## config.mk

```make
export PLATFORM = sky130hd
export DESIGN_NAME = mux_2x1_64_arbiter
export DESIGN_NICKNAME = d
export VERILOG_FILES = /design/src/rtl/mux_2x1_64_arbiter.sv
export SDC_FILE = /design/constraint.sdc
export NUM_CORES = 1
export LEC_CHECK = 0
export BUFFER_PORTS_ARGS = -buffer_cell sky130_fd_sc_hd__buf_4
export CAP_MARGIN = 15
export CORE_ASPECT_RATIO = 0.7
export CORE_MARGIN = 2
export CORE_UTILIZATION = 26
export DETAILED_ROUTE_END_ITERATION = 10
export SLEW_MARGIN = 10
export SYNTH_ARGS = -nofsm -noshare
export SYNTH_HDL_FRONTEND = slang
export SYNTH_SLANG_ARGS = --single-unit
```

## constraint.sdc

```tcl
create_clock -name clk -period 2.5 [get_ports clk]
set_input_delay 0.25 -clock clk [delete_from_list [all_inputs] [get_ports clk]]
set_output_delay 0.25 -clock clk [all_outputs]
set_load 0.03 [all_outputs]
```

## src/rtl/mux_2x1_64_arbiter.sv

```systemverilog
// Round-robin arbiter sharing one 2:1 mux between requesters A and B, with a registered output.
// Optional grant counters are enabled by defining MUX_ARB_STATS_EN.
module mux_2x1_64_arbiter #(
  parameter int unsigned WIDTH       = 64,
  parameter bit          FIRST_GRANT = 1'b0
) (
  input  logic             clk,
  input  logic             reset,
  input  logic             a_valid,
  input  logic [WIDTH-1:0] a_data,
  output logic             a_ready,
  input  logic             b_valid,
  input  logic [WIDTH-1:0] b_data,
  output logic             b_ready,
  output logic             sel,
  output logic             out_valid,
  output logic [WIDTH-1:0] out_data,
  output logic             out_src,
`ifdef MUX_ARB_STATS_EN
  output logic [15:0]      a_grant_cnt,
  output logic [15:0]      b_grant_cnt,
`endif
  input  logic             out_ready
);

  typedef enum logic {StEmpty, StFull} state_e;

  state_e           state_q, state_d;
  logic [WIDTH-1:0] data_q, data_d;
  logic             src_q, src_d;
  logic             last_grant_q, last_grant_d;
  logic             load_en;
  logic             grant_a, grant_b;

  assign out_valid = (state_q == StFull);
  assign out_data  = data_q;
  assign out_src   = src_q;
  assign load_en   = !out_valid || out_ready;

  always_comb begin
    grant_a = 1'b0;
    grant_b = 1'b0;
    if (load_en) begin
      if (a_valid && b_valid) begin
        // Contention: favour whichever requester did not win last.
        grant_a = last_grant_q;
        grant_b = !last_grant_q;
      end else begin
        grant_a = a_valid;
        grant_b = b_valid;
      end
    end
  end

  assign a_ready = grant_a;
  assign b_ready = grant_b;

  // Without a grant the select parks on the last winner so the mux does not toggle.
  always_comb begin
    if (grant_a) begin
      sel = 1'b0;
    end else if (grant_b) begin
      sel = 1'b1;
    end else begin
      sel = last_grant_q;
    end
  end

  always_comb begin
    state_d      = state_q;
    data_d       = data_q;
    src_d        = src_q;
    last_grant_d = last_grant_q;
    unique case (state_q)
      StEmpty: begin
        if (grant_a || grant_b) begin
          state_d = StFull;
        end
      end
      StFull: begin
        if (!(grant_a || grant_b) && out_ready) begin
          state_d = StEmpty;
        end
      end
      default: state_d = StEmpty;
    endcase
    if (grant_a || grant_b) begin
      data_d       = sel ? b_data : a_data;
      src_d        = sel;
      last_grant_d = sel;
    end
  end

  always_ff @(posedge clk or posedge reset) begin
    if (reset) begin
      state_q      <= StEmpty;
      data_q       <= '0;
      src_q        <= 1'b0;
      last_grant_q <= ~FIRST_GRANT;
    end else begin
      state_q      <= state_d;
      data_q       <= data_d;
      src_q        <= src_d;
      last_grant_q <= last_grant_d;
    end
  end

`ifdef MUX_ARB_STATS_EN
  logic [15:0] a_cnt_q, b_cnt_q;

  always_ff @(posedge clk or posedge reset) begin
    if (reset) begin
      a_cnt_q <= '0;
      b_cnt_q <= '0;
    end else begin
      if (grant_a && (a_cnt_q != 16'hFFFF)) begin
        a_cnt_q <= a_cnt_q + 16'd1;
      end
      if (grant_b && (b_cnt_q != 16'hFFFF)) begin
        b_cnt_q <= b_cnt_q + 16'd1;
      end
    end
  end

  assign a_grant_cnt = a_cnt_q;
  assign b_grant_cnt = b_cnt_q;
`endif

endmodule

```

Word-level counts from Yosys, hierarchy flattened
Index checks and enable logic that the tools add are counted.
{"block": "totals", "reg_bits": 67, "wordCells": 22, "out_inout_bits": 69}
{"block": "op_classes", "reduce_logical": 7, "bitwise": 1, "n_mux": 10}
{"cell": "$mux W64", "n": 1}
{"cell": "$mux W1", "n": 8}
{"cell": "$logic_not A1 Y1", "n": 3}
{"cell": "$logic_and A1 B1 Y1", "n": 2}
{"cell": "$logic_or A1 B1 Y1", "n": 2}
{"cell": "$pmux W1 S2", "n": 1}
{"cell": "$not A1 Y1", "n": 1}

Longest topological paths before layout
Gate-level depths: netlist of the first run.
{"block": "depth", "ltp_word": 8, "depth_mapped": 5, "mapped_depth_nobuf": 3}

Worst setup path before layout of the first run
OpenSTA, ideal clock, no wires.
{"block": "synth_path", "path_type": "flip-flop to flip-flop", "start": "register state_q, in the netlist out_valid", "end": "register data_q[22], in the netlist out_data[22]", "setup_ps": 123, "setup_slack_ps": 938, "arrival_time_ps": 1439, "t_required_ps": 2377, "path_stages_with_launch": 6, "cell_sequence": "dfrtp_1 nor2b_1 buf_4 clkbuf_1 or3_1 o221a_2"}
{"block": "synth_via", "elab_chain_cells": 6}
{"item": "start, declared", "line_no": "28", "rtl": "state_e state_q, state_d;"}
{"item": "start signal, assigned", "line_no": "96", "rtl": "state_q <= StEmpty;"}
{"item": "start signal, assigned", "line_no": "101", "rtl": "state_q <= state_d;"}
{"item": "$logic_not A1 Y1 *", "line_no": "38", "rtl": "assign load_en = !out_valid || out_ready;"}
{"item": "$logic_or A1 B1 Y1 *", "line_no": "38"}
{"item": "$mux W1", "line_no": "43", "rtl": "if (load_en) begin"}
{"item": "$mux W1", "line_no": "62", "rtl": "end else if (grant_b) begin"}
{"item": "$mux W1", "line_no": "60", "rtl": "if (grant_a) begin"}
{"item": "$mux W64", "line_no": "88", "rtl": "data_d = sel ? b_data : a_data;"}
{"item": "end signal, assigned", "line_no": "102", "rtl": "data_q <= data_d;"}
{"item": "end, declared", "line_no": "29", "rtl": "logic [WIDTH-1:0] data_q, data_d;"}
Every way passes the cells marked *; elsewhere a longest branch is shown, timed or not.
A chain may end at the register's enable or synchronous reset.

Worst setup path in the final report of the first run
{"block": "layout_path", "start": "register last_grant_q", "end": "output b_ready"}
{"block": "layout_via", "elab_chain_cells": 3}
{"item": "start, declared", "line_no": "31", "rtl": "logic last_grant_q, last_grant_d;"}
{"item": "start signal, assigned", "line_no": "99", "rtl": "last_grant_q <= ~FIRST_GRANT;"}
{"item": "start signal, assigned", "line_no": "104", "rtl": "last_grant_q <= last_grant_d;"}
{"item": "$logic_not A1 Y1", "line_no": "47", "rtl": "grant_b = !last_grant_q;"}
{"item": "$mux W1", "line_no": "44", "rtl": "if (a_valid && b_valid) begin"}
{"item": "$mux W1", "line_no": "43"}
{"item": "end, declared", "line_no": "14", "rtl": "output logic b_ready,"}
No other way between the ends.

==> results of run 1 <==
layout make-up:
type	count	area (um2)	area share, %
clock buffers	11	233	4.72
inverters	2	7.51	0.152
multi-input cells	141	1220	24.8
clock inverters	5	30.0	0.609
repair buffers	207	1570	31.8
flip-flops and latches	67	1680	34.0
well taps	153	191	3.88
worst register-to-register path, stage by stage (launching register included):
cell     delay [ns]
dfrtp_1        0.40
nor2b_4        0.14
nor2_4         0.54
buf_4          0.50
o221a_2        0.29
synth_stat cells (all sizes together):
cell	number	area, um2
dfrtp	66	1650
o221a	64	721
or3	64	407
buf	14	87.6
clkbuf	13	53.8
nor2	3	18.8
a31oi	2	12.5
inv	2	7.51
a21bo	1	10.0
a21oi	1	5.00
dfstp	1	26.3
nand2	1	3.75
nand2b	1	6.26
nand3	1	5.00
nor2b	1	6.26
o21a	1	7.51
or2b	1	7.51
logic make-up (layout without fill, tap and decap cells):
family | Yosys count | after routing | share of synthesized area (%)
and+or+nand+nor | 72 | 72 | 15.0
AOI/OAI and AO/OA | 69 | 69 | 24.9
DFF | 67 | 67 | 55.3
buffers and inverters | 29 | 225 | 4.90
worst paths after layout:
kind	from	to	slack, ns	cells past startpoint
setup / recovery	last_grant_q	b_ready	0.51	4
hold / removal	reset	out_data[33]	0.06	2
setup reg to reg	out_valid	out_data[21]	0.56	4
hold reg to reg	out_src	out_src	0.51	1
max in group asynchronous	reset	out_data[50]	1.78	3
min in group clk	a_valid	last_grant_q	0.12	2
through the flow:
stage                     hold WS (ns)  setup slack, ns
final                           0.0560            0.510
after global routing             0.110            0.340
after CTS                       0.0781            0.462
after detailed placement         0.427            0.574
after global placement           0.425            0.584
after floorplan                  0.316            0.568
registers in the layout, summed over array words and instances (netlist names):
name          count
out_src           1
out_valid         1
last_grant_q      1
out_data         64
layer usage:
layer / track usage, % / wire (um) / share of wire [%] / vias up
met4: 3.46 / 57 / 0.57 / 0
met5: 0 / 0 / 0 / -
met1: 21.7 / 4630 / 47 / 1373
met3: 5.69 / 863 / 8.7 / 8
met2: 24.2 / 4390 / 44 / 120
li1: - / - / - / 1340
power by group:
group | internal (mW) | total, mW | switching (mW)
clock network | 0.665 | 1.12 | 0.452
registers | 1.28 | 1.40 | 0.123
logic | 0.606 | 1.31 | 0.706
total | 2.55 | 3.83 | 1.28
==> results.yml, run 1 <==
run_status:
  status: "finished, final reports clean"
final_layout:
  final_area_um2: 4930
  final_cell_mix: "buf_4, dfrtp_1, o221a_2"
  n_fill_cell: 1082
  final_common_cell: "buf_4"
  fin_nets: 561
  final_cells: 586
  diodes: 0
  drive_above_1_share_pct: 68.1
  area_growth_pct: 62.3
  finalCoreUtilization_pct: 44.0
critical_path:
  cp_top_family: "buffers and inverters"
  slowest_stage: "dfstp_2"
  critPathMaxFanout: 65
  cpMostUsedCell: "buf_4"
  crit_type: "flip-flop to primary output"
  critPathBufInv: 2
  cp.required_ns: 2.25
  end_kind: "primary output"
  arrival_ns: 1.74
  critPathLaunchType: "flip-flop"
  crit_chain: "a21bo_1 -> buf_4 -> nor2_1 -> buf_4"
  critPathMaxStageDelay_ns: 0.56
floorplanning:
  core_um2: 11200
  initial_core_util_pct: 27.1
  die_h_um: 94.4
  ios: 202
  die-area_um2: 12600
  die_x_um: 133
  rows: 32
cts:
  path_clk_slew_ns: 0.06
  cts_buffers: 9
  post_cts_resized: 0
  cts_root_buffer: "clkbuf_16"
  cts_buffer_depth: 2
  cts_tree: "done"
  clock_latency_ns: 0.33
  postCtsSetupBuffers: 0
  cts.sinks: 67
  hold_buffers: 0
  htree_num_levels: 3
synthesis:
  ys_seq_area_share_pct: 55.3
  synth_cells: 237
  synth_seq_cells: 67
  synth_cell_types: 22
  synthesis.area_um2: 3040
  synthesis.nets: 370
  synth.avg_cell_area_um2: 12.8
  yosys_warnings: 0
min_path:
  hp-class: "input pin to asynchronous set/reset pin"
global_route:
  grt_pass1_vias: 2938
  grt_pass1_wl_um: 15600
  grt_max_degree: 66
  overflow: 0
  antenna_found_initial: 0
  grtUsageTotal_pct: 15.8
sta:
  fmax_mhz: 503
  finalHoldViolations: 0
  setup_viol: 0
  finClkSkew_ns: 0.00860
  relSlewSlack_pct: 50.5
  fin_tns_setup_ns: 0
  timing.final.crit_share_pct: 79.6
  rsz0062_at_grt: "false"
  slew_violations: 0
  timing.final.crit_period_ns: 1.99
  worst_pin_slew_ns: 0.742
drt:
  ant_nets: 0
  drc: 0
  num_vias: 2841
  first_pass_iters: 4
  avgRoutedWirePerCell_um: 17.0
  vias_per_cell: 4.85
  wirelength_um: 9950
  drtIter0Drc: 141
pwr:
  p_leak_nw: 2.18
  vdd_drop_max_v: 0.000330
  finalPower_mw: 3.83
  power_density_nw_per_um2: 778
placed_design:
  dp_hpwl_um: 7130
  gp_congestion: 0.752
  place_inst: 570
  placed_cell_area_um2: 4670
  io_buffer_count: 201
flow_run:
  maxCapViolations: 0
No activity file was read; power rests on OpenSTA's default activity.
==> run 2: changes to the inputs <==
==> constraint.sdc (replaced) <==
create_clock -name clk -period 1.7 [get_ports clk]
set_input_delay 0.17 -clock clk [delete_from_list [all_inputs] [get_ports clk]]
set_output_delay 0.17 -clock clk [all_outputs]
set_load 0.03 [all_outputs]
==> run 2 against run 1 <==
Non-clock buffer count up 11. Via count rose by 2.9%. Utilization up 1.6 points. Critical path depth did not move. First-iteration DRC count rose by 28%. Register-to-register slack worse by 0.54 ns. Worst setup slack lost 0.49 ns. Clock power rose by 48%. Count of clock-buffer cells in the layout rose by 2. Largest power group unchanged.
==> results.yml, run 2 (same netlist as run 1, synthesis figures left out) <==
final_layout:
  final_cells: 597
  largest_register_ffs: 64
  diodes: 0
  final_common_cell: "buf_4"
  drive_above_1_share_pct: 68.9
  area_growth_pct: 68.3
  final_cell_mix: "buf_4, dfrtp_1, o221a_2"
  fin_nets: 572
drt:
  ant_nets: 0
  vias_per_cell: 4.89
  wl_met1_um: 4720
  drc: 0
  num_vias: 2922
  wirelength_um: 10500
  dr_wl_met2_um: 4840
  avgRoutedWirePerCell_um: 17.5
  top_layer: "met4"
  wl_met3_um: 824
  drtIter0Drc: 180
  first_pass_iters: 4
cts:
  htree_num_levels: 3
  clock_latency_ns: 0.32
  cts_root_buffer: "clkbuf_16"
  path_clk_slew_ns: 0.05
  cts_buffer_depth: 2
  cts_tree: "done"
  cts_buffers: 9
  cts.sinks: 67
critical_path:
  crit_type: "flip-flop to flip-flop"
  end_kind: "flip-flop"
  arrival_ns: 1.93
  critPathLaunchType: "flip-flop"
  setup.worst_path.start: "out_valid"
  critPathMaxFanout: 37
  rr_startpoint: "out_valid"
  cp.required_ns: 1.96
min_path:
  min_from: "a_valid"
  hp-class: "input pin to flip-flop"
floorplanning:
  die-area_um2: 12600
  ios: 202
  core_um2: 11200
  initial_core_util_pct: 27.1
  rows: 32
  die_x_um: 133
  die_h_um: 94.4
global_route:
  grt_pass1_vias: 2967
  overflow: 0
  antenna_found_initial: 0
  grt_max_degree: 52
  grtUsageTotal_pct: 16.4
  grt_pass1_wl_um: 16000
sta:
  finalHoldViolations: 0
  fmax_mhz: 597
  worst_pin_slew_ns: 0.740
  relSlewSlack_pct: 50.6
  slew_violations: 0
  finClkSkew_ns: 0.00499
  rsz0062_at_grt: "true"
  whs_ns: 0.0407
  setup_viol: 0
  timing.final.crit_share_pct: 98.5
  timing.final.crit_period_ns: 1.68
pwr:
  power_density_nw_per_um2: 1120
  finalPower_mw: 5.75
  p_leak_nw: 2.28
  vdd_drop_max_v: 0.000476
placed_design:
  dp_hpwl_um: 7280
  place_inst: 575
  gp_congestion: 0.787
  io_buffer_count: 201
flow_run:
  maxCapViolations: 0
run_status:
  status: "finished, final reports clean"
==> run 2: final timing paths <==
kind / cells past startpoint / slack [ns] / to
worst max register to register: 4 / 0.02 / out_data[35]
max in group asynchronous: 4 / 0.64 / out_data[58]
worst max-delay path: 4 / 0.02 / out_data[35]
worst min-delay path: 2 / 0.04 / last_grant_q
worst min register to register: 1 / 0.53 / out_src
min in group asynchronous: 3 / 0.51 / out_data[22]
==> run 2: area by class of cell <==
type | instances | area (um2)
Clock buffer | 13 | 250
Multi-Input combinational cell | 141 | 1240
Clock inverter | 3 | 15.0
Inverter | 2 | 11.3
Tap cell | 153 | 191
Timing Repair Buffer | 218 | 1730
Fill cell | 1071 | 6100
Sequential cell | 67 | 1680
==> run 2: worst max-delay path, stage by stage, from the launching register on <==
cell	delay (ns)
dfrtp_1	0.37
nor2b_4	0.14
nor2_4	0.56
buf_12	0.30
o221a_2	0.21
==> run 2: layer usage <==
layer	vias to the layer above	global-route usage, %
met2	126	25.8
met5	-	0
li1	1364	-
met4	0	4.70
met1	1422	21.3
met3	10	6.01
==> run 2: what timing repair did <==
item / in CTS / in global routing
setup buffers: 0 / 4
pin swaps: 1 / 1
resized for setup: 4 / 2
hold endpoints to repair: 22 / 0
hold buffers: 1 / 0
gates cloned: 1 / 0
setup endpoints to repair: 5 / 39
==> run 2: per-stage QoR <==
| step | worst slack [ns] | cell area [um2] | setup TNS [ns] | util (%) |
|---|---|---|---|---|
| after floorplan | 0.138 | 3040 | 0 | - |
| after global placement | 0.0564 | 4740 | 0 | 42.3 |
| after detailed placement | 0.00148 | 4740 | 0 | 42.3 |
| after CTS | 0.0102 | 5070 | 0 | 45.2 |
| after global routing | -0.0817 | 5110 | -2.51 | 45.6 |
| final | 0.0250 | 5110 | 0 | 45.6 |
==> run 2: power breakdown <==
| part | switching [mW] | total, mW | internal [mW] | leakage [nW] |
|---|---|---|---|---|
| combinational | 1.06 | 2.02 | 0.961 | 1.41 |
| clock | 0.640 | 1.66 | 1.02 | 0.133 |
| sequential | 0.183 | 2.07 | 1.88 | 0.734 |
==> run 3: changes to the inputs <==
--- a/config.mk
+++ b/config.mk
@@ -8,9 +8,9 @@
 export BUFFER_PORTS_ARGS = -buffer_cell sky130_fd_sc_hd__buf_4
 export CAP_MARGIN = 15
 export CORE_ASPECT_RATIO = 0.7
-export CORE_MARGIN = 2
 export CORE_UTILIZATION = 26
 export DETAILED_ROUTE_END_ITERATION = 10
+export PLACE_DENSITY_LB_ADDON = 0.05
 export SLEW_MARGIN = 10
 export SYNTH_ARGS = -nofsm -noshare
 export SYNTH_HDL_FRONTEND = slang
==> run 3 against run 2 <==
Die area shrank 3.6%. Utilization grew 0.99 points. Design area grew 1.8%. Maximum frequency up 3.0%. Largest cell class unchanged. Worst setup slack improved by 0.048 ns.
==> results.yml, run 3 (same netlist as run 1, synthesis figures left out) <==
run_status:
  status: "finished, final reports clean"
pwr:
  vdd_drop_max_v: 0.000603
  p_sw_mw: 1.91
  swShare_pct: 32.1
  p_clk_share_pct: 30.9
  intPower_mw: 4.03
  power_frac_comb_pct: 34.6
  p_seq_share_pct: 34.5
  p_leak_nw: 2.30
  power_density_nw_per_um2: 1140
drt:
  dr_wl_met2_um: 4580
  wl_met1_um: 4990
  ant_nets: 0
  drtIter0Drc: 104
  vias_per_cell: 4.71
  first_pass_iters: 4
  num_vias: 2817
  drc: 0
  wl_met3_um: 783
  wirelength_um: 10500
  avgRoutedWirePerCell_um: 17.5
  top_layer: "met4"
cts:
  cts.sinks: 67
  clock_latency_ns: 0.32
  cts_root_buffer: "clkbuf_16"
  cts_tree: "done"
  path_clk_slew_ns: 0.06
  cts_buffers: 9
  htree_num_levels: 3
  cts_buffer_depth: 2
global_route:
  grt_pass1_wl_um: 15900
  overflow: 0
  grt_max_degree: 68
  grt_pass1_vias: 2915
  antenna_found_initial: 0
  grtUsageTotal_pct: 17.2
sta:
  finalWorstSetupSlack_ns: 0.0733
  timing.final.crit_period_ns: 1.63
  finClkSkew_ns: 0.00556
  setup_viol: 0
  timing.final.crit_share_pct: 95.7
  slew_violations: 0
  finalHoldViolations: 0
  fmax_mhz: 615
  worst_pin_slew_ns: 0.581
  relSlewSlack_pct: 61.2
  rsz0062_at_grt: "false"
critical_path:
  critPathMaxFanout: 8
  worstReg2RegEnd: "out_data[60]"
  rrSetupSlack_ns: 0.18
  rr_startpoint: "out_valid"
  crit_type: "flip-flop to primary output"
  critPathLaunchType: "flip-flop"
  end_kind: "primary output"
  arrival_ns: 1.46
  cp.required_ns: 1.53
  reg2regPathDepth: 4
placed_design:
  dp_hpwl_um: 6660
  io_buffer_count: 201
  place_ws_ns: -0.146
  placed_cell_area_um2: 4740
  gp_congestion: 0.729
final_layout:
  drive_above_1_share_pct: 69.4
  fin_nets: 573
  final_common_cell: "buf_4"
  diodes: 0
  final_cell_mix: "buf_4, dfrtp_1, o221a_2"
  final_area_um2: 5200
  area_growth_pct: 71.3
  largest_register_ffs: 64
min_path:
  min_path_cells: 2
  min_from: "a_data[55]"
  hp-class: "input pin to flip-flop"
  hold_path_end: "out_data[55]"
floorplanning:
  die_x_um: 131
  initial_core_util_pct: 27.2
  core_um2: 11200
  ios: 202
  die-area_um2: 12100
  die_h_um: 92.4
  rows: 32
flow_run:
  maxCapViolations: 0
run 3: cell types whose count changed in the layout (fill, tap and decap cells not counted), sizes merged:
cell      delta
buf          -1
bufinv       +1
clkbuf       +1
nor2         +1
clkinv       -2
bufbuf       -1
clkinvlp     +2
run 3: how the worst max path moves through the flow:
stage            startpoint           end  cells past startpoint
2_1_floorplan     out_valid  out_data[22]                      5
3_3_place_gp      out_valid   out_data[2]                      4
3_5_place_dp      out_valid   out_data[3]                      4
4_1_cts           out_valid       b_ready                      4
5_1_grt        last_grant_q       a_ready                      5
6_report       last_grant_q       a_ready                      5
run 3: worst max-delay path, stage by stage (launching register included):
cell and delay (ns):
dfstp_2 0.54, or2b_1 0.14, nand3_4 0.11, buf_12 0.15, inv_1 0.06, buf_6 0.12
run 3: layer usage:
layer | track usage, % | vias up
met5 | 0 | -
met4 | 5.00 | 0
met3 | 6.29 | 9
met2 | 25.4 | 112
met1 | 23.2 | 1328
li1 | - | 1368
run 3: timing repair:
| action | in CTS | in global routing |
|---|---|---|
| gates cloned | 1 | 2 |
| resized for setup | 12 | 5 |
| endpoints found under the hold margin | 66 | 0 |
| setup buffers | 0 | 4 |
| hold buffers | 1 | 0 |
| endpoints found under the setup margin | 43 | 21 |
| pin swaps | 2 | 1 |
run 3: through the flow:
step	hold slack (ns)	total power [mW]	utilization, %	instances	setup TNS (ns)
3_3_place_gp	0.309	4.05	42.4	574	-3.72
3_5_place_dp	0.310	4.06	42.4	574	-3.38
2_1_floorplan	0.236	3.19	-	237	0
4_1_cts	0.0935	5.98	45.6	592	-0.00499
5_1_grt	0.0951	6.23	46.6	598	0
6_report	0.110	5.93	46.6	598	0
run 3: final cells by class:
type / count / area, um2
flip-flops and latches: 67 / 1680
clock buffers: 12 / 246
repair buffers: 218 / 1770
well taps: 153 / 191
multi-input cells: 142 / 1260
inverters: 2 / 11.3
fillers: 1068 / 5970
clock inverters: 4 / 50.0
run 3: power groups by stage:
stage,Sequential (mW),Combinational [mW],Clock (mW)
3_3_place_gp,2.07,1.98,0
5_1_grt,2.08,2.17,1.98
4_1_cts,2.05,2.02,1.91
2_1_floorplan,2.62,0.570,0
6_report,2.05,2.05,1.83
3_5_place_dp,2.07,1.99,0
